[config.mk]
export PLATFORM = sky130hd
export DESIGN_NAME = alarm_snooze_ctrl
export DESIGN_NICKNAME = d
export VERILOG_FILES = /design/src/rtl/alarm_pkg.sv /design/src/rtl/minute_timer.sv /design/src/rtl/alarm_snooze_ctrl.sv
export SDC_FILE = /design/constraint.sdc
export NUM_CORES = 1
export LEC_CHECK = 0
export ABC_AREA = 1
export ABC_CLOCK_PERIOD_IN_PS = 1700
export CORE_MARGIN = 4
export CORE_UTILIZATION = 51
export CTS_BUF_LIST = sky130_fd_sc_hd__clkbuf_2
export CTS_CLUSTER_SIZE = 10
export DETAILED_ROUTE_END_ITERATION = 16
export DONT_BUFFER_PORTS = 1
export PLACE_DENSITY_LB_ADDON = 0.05
export SYNTH_ARGS = -nofsm -noshare
export SYNTH_HDL_FRONTEND = slang
export SYNTH_SLANG_ARGS = --single-unit
[constraint.sdc]
create_clock -name CLK -period 1.7 [get_ports CLK]
set_input_delay 0.085 -clock CLK [delete_from_list [all_inputs] [get_ports CLK]]
set_output_delay 0.085 -clock CLK [all_outputs]
set_load 0.05 [all_outputs]
[src/rtl/alarm_pkg.sv]
// alarm_pkg: state encoding and counter widths shared by the alarm snooze sequencer.
package alarm_pkg;
  typedef enum logic [1:0] {
    IDLE    = 2'd0,
    RINGING = 2'd1,
    SNOOZE  = 2'd2,
    LOCKOUT = 2'd3
  } state_t;
  localparam int TMR_W = 6;
  localparam int SNZ_W = 3;
endpackage

[src/rtl/minute_timer.sv]
// minute_timer: loadable down counter stepped by the minute tick; flags the 1->0 step.
module minute_timer
  import alarm_pkg::*;
(
  input  logic             clk,
  input  logic             rst_n,
  input  logic             load,
  input  logic [TMR_W-1:0] load_val,
  input  logic             tick,
  output logic             expire
);
  logic [TMR_W-1:0] cnt_q, cnt_d;
  always_comb cnt_d = load ? load_val : (tick && cnt_q != '0) ? cnt_q - TMR_W'(1) : cnt_q;
  always_ff @(posedge clk or negedge rst_n) begin
    if (!rst_n) cnt_q <= '0;
    else cnt_q <= cnt_d;
  end
  assign expire = tick && cnt_q == TMR_W'(1);
endmodule

[src/rtl/alarm_snooze_ctrl.sv]
// alarm_snooze_ctrl: ring/snooze/stop/timeout sequencer between alarm comparator and speaker.
// Define ALARM_BEEP_EN to chop RING into a beep of BEEP_HALF_CYCLES-cycle half periods.
module alarm_snooze_ctrl
  import alarm_pkg::*;
#(
`ifdef ALARM_BEEP_EN
  parameter int BEEP_HALF_CYCLES  = 4,
`endif
  parameter int SNOOZE_MINS       = 9,
  parameter int RING_TIMEOUT_MINS = 10,
  parameter int MAX_SNOOZES       = 3
) (
  input  logic       CLK,
  input  logic       RESETN,
  input  logic       MIN_TICK,
  input  logic       COMPARE_IN,
  input  logic       TOGGLE_ON,
  input  logic       SNOOZE_REQ,
  input  logic       STOP_REQ,
  output logic       RING,
  output logic       SNOOZING,
  output logic [2:0] SNOOZE_CNT,
  output logic       SESSION_END
);
  state_t           state_q, state_d;
  logic             cmp_prev_q;
  logic             ring_q, ring_d, snoozing_q, snoozing_d, end_q, end_d;
  logic [SNZ_W-1:0] snz_q, snz_d;
  logic             ld, tick, expire, halt;
  logic [TMR_W-1:0] ld_val;
  assign tick = MIN_TICK && (state_q == RINGING || state_q == SNOOZE);
  assign halt = !TOGGLE_ON || STOP_REQ;
  minute_timer u_timer (
    .clk     (CLK),
    .rst_n   (RESETN),
    .load    (ld),
    .load_val(ld_val),
    .tick    (tick),
    .expire  (expire)
  );
  always_comb begin
    state_d = state_q;
    snz_d   = snz_q;
    end_d   = 1'b0;
    ld      = 1'b0;
    ld_val  = TMR_W'(RING_TIMEOUT_MINS);
    case (state_q)
      IDLE: if (TOGGLE_ON && COMPARE_IN && !cmp_prev_q) begin
        state_d = RINGING;
        ld      = 1'b1;
      end
      RINGING: if (halt) begin
        state_d = LOCKOUT;
        end_d   = 1'b1;
      end else if (SNOOZE_REQ && snz_q < SNZ_W'(MAX_SNOOZES)) begin
        state_d = SNOOZE;
        snz_d   = snz_q + SNZ_W'(1);
        ld      = 1'b1;
        ld_val  = TMR_W'(SNOOZE_MINS);
      end else if (expire) begin
        state_d = LOCKOUT;
        end_d   = 1'b1;
      end
      SNOOZE: if (halt) begin
        state_d = LOCKOUT;
        end_d   = 1'b1;
      end else if (expire) begin
        state_d = RINGING;
        ld      = 1'b1;
      end
      LOCKOUT: if (!COMPARE_IN) begin
        state_d = IDLE;
        snz_d   = '0;
      end
    endcase
  end
  assign snoozing_d = state_d == SNOOZE;
`ifdef ALARM_BEEP_EN
  logic [7:0] ph_q, ph_d;
  logic       beep_q, beep_d, entry, wrap;
  always_comb begin
    entry  = state_d == RINGING && state_q != RINGING;
    wrap   = ph_q == 8'(BEEP_HALF_CYCLES - 1);
    ph_d   = (entry || wrap) ? 8'd0 : ph_q + 8'd1;
    beep_d = entry ? 1'b1 : wrap ? !beep_q : beep_q;
  end
  always_ff @(posedge CLK or negedge RESETN) begin
    if (!RESETN) begin
      ph_q   <= '0;
      beep_q <= 1'b0;
    end else begin
      ph_q   <= ph_d;
      beep_q <= beep_d;
    end
  end
  assign ring_d = state_d == RINGING && beep_d;
`else
  assign ring_d = state_d == RINGING;
`endif
  // cmp_prev resets high so a match already in progress at reset release is not an edge
  always_ff @(posedge CLK or negedge RESETN) begin
    if (!RESETN) begin
      state_q    <= IDLE;
      cmp_prev_q <= 1'b1;
      snz_q      <= '0;
      ring_q     <= 1'b0;
      snoozing_q <= 1'b0;
      end_q      <= 1'b0;
    end else begin
      state_q    <= state_d;
      cmp_prev_q <= COMPARE_IN;
      snz_q      <= snz_d;
      ring_q     <= ring_d;
      snoozing_q <= snoozing_d;
      end_q      <= end_d;
    end
  end
  assign RING        = ring_q;
  assign SNOOZING    = snoozing_q;
  assign SNOOZE_CNT  = snz_q;
  assign SESSION_END = end_q;
endmodule
==> reports/qor.yml, run 1 <==
yosys:
  synth_top_area_cell: "dfrtp_1"
  synth.cell_area_sq_mm: 0.001032
  synth_area_leaders: "dfrtp_1 (34%), nand2_1 (12%), ha_1 (11%)"
  synth_common_cells: "nand2_1 (33), inv_1 (23), nor2_1 (15), dfrtp_1 (14), ha_1 (9)"
  synth_flop_cell: "dfrtp_1"
  synth.most_common_cell: "nand2_1"
  yosysSeqAreaShare_pct: 36.48
  synth_seq_cells: 15
  syn_inst: 135
  synth_edf_count: 0
  syn_area_per_cell_sq_um: 7.646
  synthArstFlopShare_pct: 100.0
  synth_top_area_share_pct: 33.94
  ys_warn_count: 0
  synth.distinct_cells: 25
  synthesis.nets: 151
placed_design:
  gp_congestion: 0.8542
  dp_slack_ns: 0.1018
  dp_hpwl_mm: 1.574
  place_area_sq_mm: 0.001111
  numPortBuffers: 0
cts:
  root_buffer: "clkbuf_2"
  numClockSinks: 15
  clk_pin_slew_ns: 0.16
  clk_latency_ns: 0.29
  clock_path_buffers: 2
  htree_levels: 1
  cts_buffers: 3
  cts_tree: "yes"
power:
  clock_power_share_pct: 8.1
  powerDensity_mw_per_mm2: 1882
  leakagePower_nw: 0.6405
  comb_power_share_pct: 60.2
  ir_drop_mv: 1.043
  switching_power_w: 0.001189
  p_int_w: 0.001091
  power_frac_seq_pct: 31.7
  p_sw_share_pct: 52.16
final_layout:
  area.growth.synth_to_final_pct: 17.33
  diodes: 0
  finalInstanceArea_sq_mm: 0.001211
  final_util_pct: 62.37
  drive_gt1_share_pct: 22.67
  nNetsFinal: 167
setup_path:
  path_cells: "inv_2 -> ha_4 -> nand2_2 -> nor2_2 -> inv_1 -> nor2_1 -> nand3_1 -> nand2_2 -> nand2_4 -> nand2_1 -> nor2_2"
  criticalPathCategory: "flip-flop to flip-flop"
  rr_endpoint: "u_timer.cnt_q[4]"
  critical-path-max-stage-delay_ns: 0.44
  cpMaxStageDelayCell: "dfrtp_1"
  worst_setup_path_endpoint: "u_timer.cnt_q[4]"
  worstReg2RegStart: "state_q[1]"
  cp_data_arrival_time_ns: 1.79
  end_kind: "flip-flop"
  path_buf_inv: 2
  critPathLaunch: "state_q[1]"
  crit_path_start_kind: "flip-flop"
  cp_num_cells: 11
  worstPathRequired_ns: 1.91
  reg2regPathDepth: 11
  crit_fanout: 5
  cpLargestDelayFamily: "simple AND/OR/NAND/NOR gates"
  r2r_slack_ns: 0.12
grt:
  track_usage_pct: 17.57
  grt_pass1_wl_mm: 3.560
  grt_pass1_vias: 832
  grt-ovfl-total: 0
  antenna_found_initial: 0
  grt_max_degree: 16
detailed_routing:
  vias_per_cell: 4.836
  firstDrtPassIters: 4
  wl_met2_mm: 1.089
  wl_mm: 2.097
  maxUsedRoutingLayer: "met4"
  ant_nets: 0
  drcViolationCount: 0
  drt-met1-wl_microns: 887
  route.vias.total: 856
  wl_met3_microns: 84
  dr.first_iter.drc_count: 12
  wl_per_cell_microns: 11.85
timing:
  grt_setup_unrepaired: "yes"
  setup_viol: 0
  hold_viol_final: 0
  slew_viol_final: 0
  fin_crit_sh_pct: 93.22
  skew_ns: 0.005035
  finalWorstSetupSlack_ns: 0.1153
  fmax_ghz: 0.6310
  tightest_slew_ns: 0.7076
  max-slew-margin-rel_pct: 52.67
  min_period_ns: 1.585
floorplanning:
  die_area_sq_mm: 0.002808
  core_area_sq_mm: 0.001942
  ios: 13
  initial_utilization_pct: 53.16
  die_w_microns: 52.99
  die_h_microns: 52.99
  rows: 16
job:
  maxCapViolations: 0
worst_hold_path:
  hp-class: "primary input to flip-flop"
  whs_path_depth: 3
status:
  outcome: "finished clean"
[layer usage]
metal	vias to the layer above	track usage, %
met4	0	7.660
met3	7	3.944
met5	-	0
met2	17	30.58
li1	450	-
met1	382	20.39
[through the flow]
step	instances	hold WS, ns	setup TNS [ns]	power [W]
after global placement	168	-0.2103	0	0.001948
after floorplan	135	-0.2106	0	0.001672
after detailed placement	168	-0.2103	0	0.001965
after global routing	177	0.04342	-0.03664	0.002501
final	177	0.06477	0	0.002280
after CTS	174	0.02557	0	0.002165
[cell type report]
class	instances	area (sq um)
clock buffer	4	20.02
fill	181	730.7
inverter	24	90.09
sequential	15	376.6
tap	27	33.78
timing repair buffer	11	87.58
multi-input combinational	96	603.1
[registers in the layout, indices dropped and copies added (netlist names)]
register,flops
state_q,2
u_timer.cnt_q,6
cmp_prev_q,1
RING,1
SESSION_END,1
SNOOZE_CNT,3
SNOOZING,1
[placed cells by master (no fill, tap or decap), types with 4 or more instances in the layout]
| master | count |
|---|---|
| buf_4 | 9 |
| clkbuf_2 | 4 |
| dfrtp_1 | 14 |
| ha_1 | 8 |
| inv_1 | 22 |
| nand2_1 | 32 |
| nand2_2 | 4 |
| nand3_1 | 6 |
| nor2_1 | 14 |
| nor2_4 | 4 |
[what timing repair did]
item | 4_1_cts | 5_1_grt
hold endpoints to repair | 16 | 0
gates resized for setup | 0 | 9
buffers inserted | 0 | 3
setup endpoints to repair | 0 | 8
hold buffers | 2 | 0
[cell families (layout without fill, tap and decap cells)]
| kind of cell | count (synthesis) | in the layout | share of synthesized area [%] |
|---|---|---|---|
| and+or+nand+nor | 70 | 70 | 33.45 |
| buffers and inverters | 24 | 39 | 8.727 |
| AOI/OAI and AO/OA | 15 | 15 | 8.728 |
| DFF | 15 | 15 | 36.49 |
| adders and majority gates | 9 | 9 | 10.91 |
| xor gates and xnor gates | 2 | 2 | 1.697 |
[how the worst min path moves through the flow]
stage	slack, ns	end	start
finish	0.06	SESSION_END	TOGGLE_ON
global route	0.04	SESSION_END	TOGGLE_ON
CTS	0.03	SESSION_END	TOGGLE_ON
detailed placement	-0.21	u_timer.cnt_q[5]	RESETN
global placement	-0.21	u_timer.cnt_q[5]	RESETN
floorplan	-0.21	RING	RESETN
[power groups by stage]
stage / Clock (W) / Sequential [W] / Combinational [W]
global placement: 0 / 0.000722 / 0.00123
global route: 0.000207 / 0.000743 / 0.00155
finish: 0.000185 / 0.000723 / 0.00137
detailed placement: 0 / 0.000730 / 0.00123
floorplan: 0 / 0.000822 / 0.000850
CTS: 0.000187 / 0.000721 / 0.00126
[worst min-delay path, cell delays in order]
cell and delay, ns:
nand2_2 0.08, nand2_1 0.11, a21oi_1 0.07
(Power assumes the default switching activity.)
==> run 2: changes to the inputs <==
CELL_PAD_IN_SITES_DETAIL_PLACEMENT = 1   (was not set)
CELL_PAD_IN_SITES_GLOBAL_PLACEMENT = 1   (was not set)
CORE_UTILIZATION = 47   (was 51)
==> reports/qor.yml, run 2 (synthesis gave the netlist of run 1 again) <==
placed_design:
  numPortBuffers: 0  # unchanged
  dp_hpwl_mm: 2.088  # +33%
  dp_cells: 169  # +0.60%
  dp_slack_ns: 0.06787  # -0.03392 ns
  gp_congestion: 0.9100  # +6.5%
  place_area_sq_mm: 0.001119  # +0.68%
timing:
  max-slew-margin-rel_pct: 52.18  # -0.49 points
  setup_viol: 0  # unchanged
  slew_viol_final: 0  # unchanged
  skew_ns: 0.01495  # +0.009917 ns
  min_period_ns: 1.646  # +0.06118 ns
  hold_viol_final: 0  # unchanged
  fin_setup_tns_ns: 0  # unchanged
  fin_crit_sh_pct: 96.82  # +3.6 points
  fmax_ghz: 0.6076  # -3.7%
  tightest_slew_ns: 0.7150  # +0.007383 ns
  finalWorstSetupSlack_ns: 0.05409  # -0.06118 ns
status:
  outcome: "finished clean"
power:
  powerDensity_mw_per_mm2: 1937  # +2.9%
  ir_drop_mv: 0.9163  # -12%
  p_int_w: 0.001070  # -1.9%
  power.total_w: 0.002315  # +1.5%
  leakagePower_nw: 0.6364  # -0.65%
  clock_power_share_pct: 8.0  # about the same
  power_frac_seq_pct: 31.4  # -0.3 points
  switching_power_w: 0.001245  # +4.6%
  p_sw_share_pct: 53.77  # +1.6 points
  comb_power_share_pct: 60.6  # +0.4 points
detailed_routing:
  wl_per_cell_microns: 14.96  # +26%
  wl_mm: 2.648  # +26%
  route.vias.total: 895  # +4.6%
  drcViolationCount: 0  # unchanged
  firstDrtPassIters: 4  # unchanged
  vias_per_cell: 5.056  # +4.6%
  dr.first_iter.drc_count: 15  # +3
  ant_nets: 0  # unchanged
floorplanning:
  die_area_sq_mm: 0.003010  # +7.2%
  die_h_microns: 54.87  # +3.5%
  die_w_microns: 54.87  # +3.5%
  initial_utilization_pct: 51.05  # -2.1 points
  ios: 13  # unchanged
  rows: 16  # unchanged
  core_area_sq_mm: 0.002022  # +4.1%
worst_hold_path:
  hp-class: "primary input to flip-flop"
grt:
  track_usage_pct: 19.75  # +2.2 points
  grt_pass1_vias: 898  # +7.9%
  grt_max_degree: 16  # unchanged
  grt-ovfl-total: 0  # unchanged
  antenna_found_initial: 0  # unchanged
  grt_pass1_wl_mm: 4.126  # +16%
final_layout:
  area.growth.synth_to_final_pct: 15.76
  largest_register_ffs: 6  # unchanged
  regMostFlops: "u_timer.cnt_q"
  drive_gt1_share_pct: 20.67  # -2.0 points
  layout_common_cells: "nand2_1 (33), inv_1 (22), dfrtp_1 (14), nor2_1 (14), buf_4 (9)"
  finalInstanceArea_sq_mm: 0.001195  # -1.3%
  final_cells: 177  # unchanged
  mostFrequentLayoutCell: "nand2_1"
  fillers: 263  # +45%
  nNetsFinal: 167  # unchanged
  diodes: 0  # unchanged
cts:
  cts_tree: "yes"
  clock_path_buffers: 2  # unchanged
  cts_buffers: 3  # unchanged
  numClockSinks: 15  # unchanged
  htree_levels: 1  # unchanged
  clk_pin_slew_ns: 0.17  # about the same
  clk_latency_ns: 0.29  # about the same
  root_buffer: "clkbuf_2"
job:
  maxCapViolations: 0  # unchanged
setup_path:
  crit_path_start_kind: "flip-flop"
  worstPathRequired_ns: 1.89  # -0.02 ns
  criticalPathCategory: "flip-flop to flip-flop"
  crit_fanout: 5  # unchanged
  cp_data_arrival_time_ns: 1.84  # +0.05 ns
  end_kind: "flip-flop"
[run 2: routing by layer]
metal / share of wire [%] / track usage [%] / vias to the layer above
met4: 0.26 / 4.979 / 0
met3: 4.3 / 4.087 / 2
met1: 48 / 26.31 / 431
met2: 47 / 32.28 / 14
met5: 0 / 0 / -
li1: - / - / 448
[run 2: timing repair]
action / CTS / global route
hold buffers: 2 / 0
resized for setup: 0 / 4
setup endpoints to repair: 0 / 6
endpoints found under the hold margin: 16 / 0
setup buffers: 0 / 2
[run 2: area by class of cell]
type	count	area, sq um	share of cell area [%]
clock buffer	4	20.02	1.675
inverter	24	90.09	7.539
multi-input combinational	96	586.8	49.11
sequential	15	376.6	31.52
tap	27	33.78	2.827
timing repair buffer	11	87.58	7.330
[run 2: power groups by stage]
stage	clock, W	sequential (W)	combinational (W)
after floorplan	0	0.000822	0.000850
after global placement	0	0.000721	0.00126
after detailed placement	0	0.000730	0.00133
after CTS	0.000181	0.000723	0.00135
after global routing	0.000202	0.000747	0.00157
final	0.000185	0.000726	0.00140
[run 2: worst paths after layout]
kind,from,to,slack (ns),cells past startpoint
worst max-delay path,state_q[0],u_timer.cnt_q[4],0.05,11
worst min-delay path,TOGGLE_ON,SESSION_END,0.07,3
worst max register to register,state_q[0],u_timer.cnt_q[4],0.05,11
worst min register to register,SNOOZE_CNT[2],SNOOZE_CNT[2],0.59,2
max in group asynchronous,RESETN,u_timer.cnt_q[1],0.98,1
min in group asynchronous,RESETN,SESSION_END,0.26,1
[run 2: through the flow]
stage | hold slack [ns] | utilization (%)
6_report | 0.07472 | 59.10
5_1_grt | 0.07287 | 59.10
4_1_cts | 0.04796 | 57.30
3_5_place_dp | -0.2101 | 55.32
3_3_place_gp | -0.2099 | 55.32
2_1_floorplan | -0.2106 | -
[run 2: critical path, stage by stage, from the launching register on]
cell	delay [ns]
dfrtp_1	0.40
inv_1	0.10
ha_4	0.28
nand2_1	0.07
nor2_2	0.11
inv_1	0.05
nor2_1	0.08
nand3_1	0.11
nand2_2	0.11
nand2_2	0.09
nand2_1	0.10
nor2_2	0.05
==> run 3: changes to the inputs <==
CELL_PAD_IN_SITES_DETAIL_PLACEMENT = 2   (was 1)
CELL_PAD_IN_SITES_GLOBAL_PLACEMENT = 2   (was 1)
CORE_UTILIZATION = 37   (was 47)
SKIP_CTS_REPAIR_TIMING = 1   (was not set)
==> reports/qor.yml, run 3 (synthesis gave the netlist of run 1 again) <==
placed_design:
  dp_hpwl_mm: 2.370  # +14%
  numPortBuffers: 0  # unchanged
  dp_cells: 171  # +1.2%
  gp_congestion: 0.8318  # -8.6%
power:
  switching_power_w: 0.001364  # +9.6%
  power.total_w: 0.002492  # +7.7%
  comb_power_share_pct: 62.9  # +2.3 points
  power_frac_seq_pct: 29.5  # -1.9 points
  p_int_w: 0.001127  # +5.3%
  ir_drop_mv: 1.091  # +19%
  p_sw_share_pct: 54.76  # +0.99 points
  clock_power_share_pct: 7.6  # -0.4 points
  leakagePower_nw: 0.6350  # -0.22%
  powerDensity_mw_per_mm2: 2005  # +3.5%
cts:
  clock_path_buffers: 2  # unchanged
  cts_tree: "yes"
  cts_buffers: 3  # unchanged
  numClockSinks: 15  # unchanged
  root_buffer: "clkbuf_2"
  clk_latency_ns: 0.30  # about the same
  clk_pin_slew_ns: 0.16  # about the same
  htree_levels: 1  # unchanged
status:
  outcome: "finished clean"
detailed_routing:
  vias_per_cell: 5.168  # +2.2%
  firstDrtPassIters: 4  # unchanged
  route.vias.total: 925  # +3.4%
  ant_nets: 0  # unchanged
  wl_mm: 3.054  # +15%
  wl_per_cell_microns: 17.06  # +14%
  dr.first_iter.drc_count: 16  # +1
  drcViolationCount: 0  # unchanged
grt:
  grt_pass1_wl_mm: 4.809  # +17%
  grt_pass1_vias: 1046  # +16%
  grt_max_degree: 16  # unchanged
  antenna_found_initial: 0  # unchanged
  grt-ovfl-total: 0  # unchanged
  track_usage_pct: 18.01  # -1.7 points
final_layout:
  drive_gt1_share_pct: 30.20  # +9.5 points
  diodes: 0  # unchanged
  area.growth.synth_to_final_pct: 20.36
  largest_register_ffs: 6  # unchanged
  final_cells: 179  # +1.1%
  nNetsFinal: 166  # -0.60%
  layout_common_cells: "nand2_1 (26), inv_1 (19), dfrtp_1 (14), nor2_1 (14), nand2_2 (9)"
  mostFrequentLayoutCell: "nand2_1"
  regMostFlops: "u_timer.cnt_q"
timing:
  min_period_ns: 1.617  # -0.02874 ns
  fin_setup_tns_ns: 0  # unchanged
  holdWs_ns: 0.08199  # +0.007266 ns
  max-slew-margin-rel_pct: 50.22  # -2.0 points
  fin_crit_sh_pct: 95.13  # -1.7 points
  skew_ns: 0.002730  # -0.01222 ns
  setup_viol: 0  # unchanged
  hold_viol_final: 0  # unchanged
  grt_setup_unrepaired: "yes"
  fmax_ghz: 0.6184  # +1.8%
  slew_viol_final: 0  # unchanged
  tightest_slew_ns: 0.7443  # +0.02931 ns
floorplanning:
  initial_utilization_pct: 40.20  # -11 points
  core_area_sq_mm: 0.002567  # +27%
  die_h_microns: 60.82  # +11%
  rows: 18  # +2
  die_w_microns: 60.82  # +11%
  ios: 13  # unchanged
  die_area_sq_mm: 0.003699  # +23%
setup_path:
  end_kind: "flip-flop"
  crit_fanout: 4  # -1
  critPathLaunch: "state_q[1]"
  worstReg2RegStart: "state_q[1]"
  r2r_slack_ns: 0.08  # +0.03 ns
  criticalPathCategory: "flip-flop to flip-flop"
  crit_path_start_kind: "flip-flop"
  worstPathRequired_ns: 1.92  # +0.03 ns
  cp_data_arrival_time_ns: 1.84  # about the same
worst_hold_path:
  holdCritStartpoint: "TOGGLE_ON"
  hp-class: "primary input to flip-flop"
job:
  maxCapViolations: 0  # unchanged
run 3: cell count changes in the layout (fill, tap and decap cells not counted), moves of 3 or more:
cell / previous run / this run
nand2_2: 4 / 9
nand2_1: 33 / 26
inv_1: 22 / 19
inv_2: 2 / 5
run 3: worst paths after layout:
kind	to	cells after the start
setup reg to reg	u_timer.cnt_q[0]	9
hold reg to reg	SNOOZE_CNT[2]	2
setup / recovery	u_timer.cnt_q[0]	9
hold / removal	SESSION_END	3
min in group asynchronous	SNOOZE_CNT[1]	1
max in group asynchronous	RING	1
run 3: power groups by stage:
| stage | Clock, W | Sequential (W) | Combinational, W |
|---|---|---|---|
| after detailed placement | 0 | 0.000744 | 0.00135 |
| after floorplan | 0 | 0.000822 | 0.000850 |
| after global placement | 0 | 0.000729 | 0.00127 |
| after CTS | 0.000199 | 0.000734 | 0.00136 |
| after global routing | 0.000210 | 0.000758 | 0.00177 |
| final | 0.000190 | 0.000735 | 0.00157 |
run 3: layer usage:
layer  vias up  wire (microns)  track usage (%)
met3         5              49            2.340
met1       466            1305            20.16
met2         7            1654            34.05
met4         0              44            7.121
li1        447               -                -
met5         -               0                0
run 3: worst max-delay path: stages (launching register included):
cell	delay [ns]
dfrtp_1	0.45
inv_2	0.12
ha_1	0.24
inv_2	0.08
nor3_4	0.23
nor2_1	0.09
nand2_2	0.12
nand3_2	0.09
nand2_2	0.08
inv_2	0.03
run 3: cell type report:
| cell class | count | area [sq um] |
|---|---|---|
| fillers | 296 | 1325 |
| multi-input cells | 96 | 638.1 |
| flip-flops and latches | 15 | 376.6 |
| inverters | 24 | 90.09 |
| repair buffers | 10 | 80.08 |
| well taps | 30 | 37.54 |
| clock buffers | 4 | 20.02 |
run 3: stage by stage:
| stage | setup slack, ns | instance area (sq um) | utilization (%) |
|---|---|---|---|
| finish | 0.08283 | 1242 | 48.39 |
| global route | -0.06580 | 1242 | 48.39 |
| CTS | -0.04065 | 1135 | 44.20 |
| detailed placement | -0.003775 | 1115 | 43.42 |
| global placement | 0.1039 | 1115 | 43.42 |
| floorplan | 0.2120 | 1032 | - |
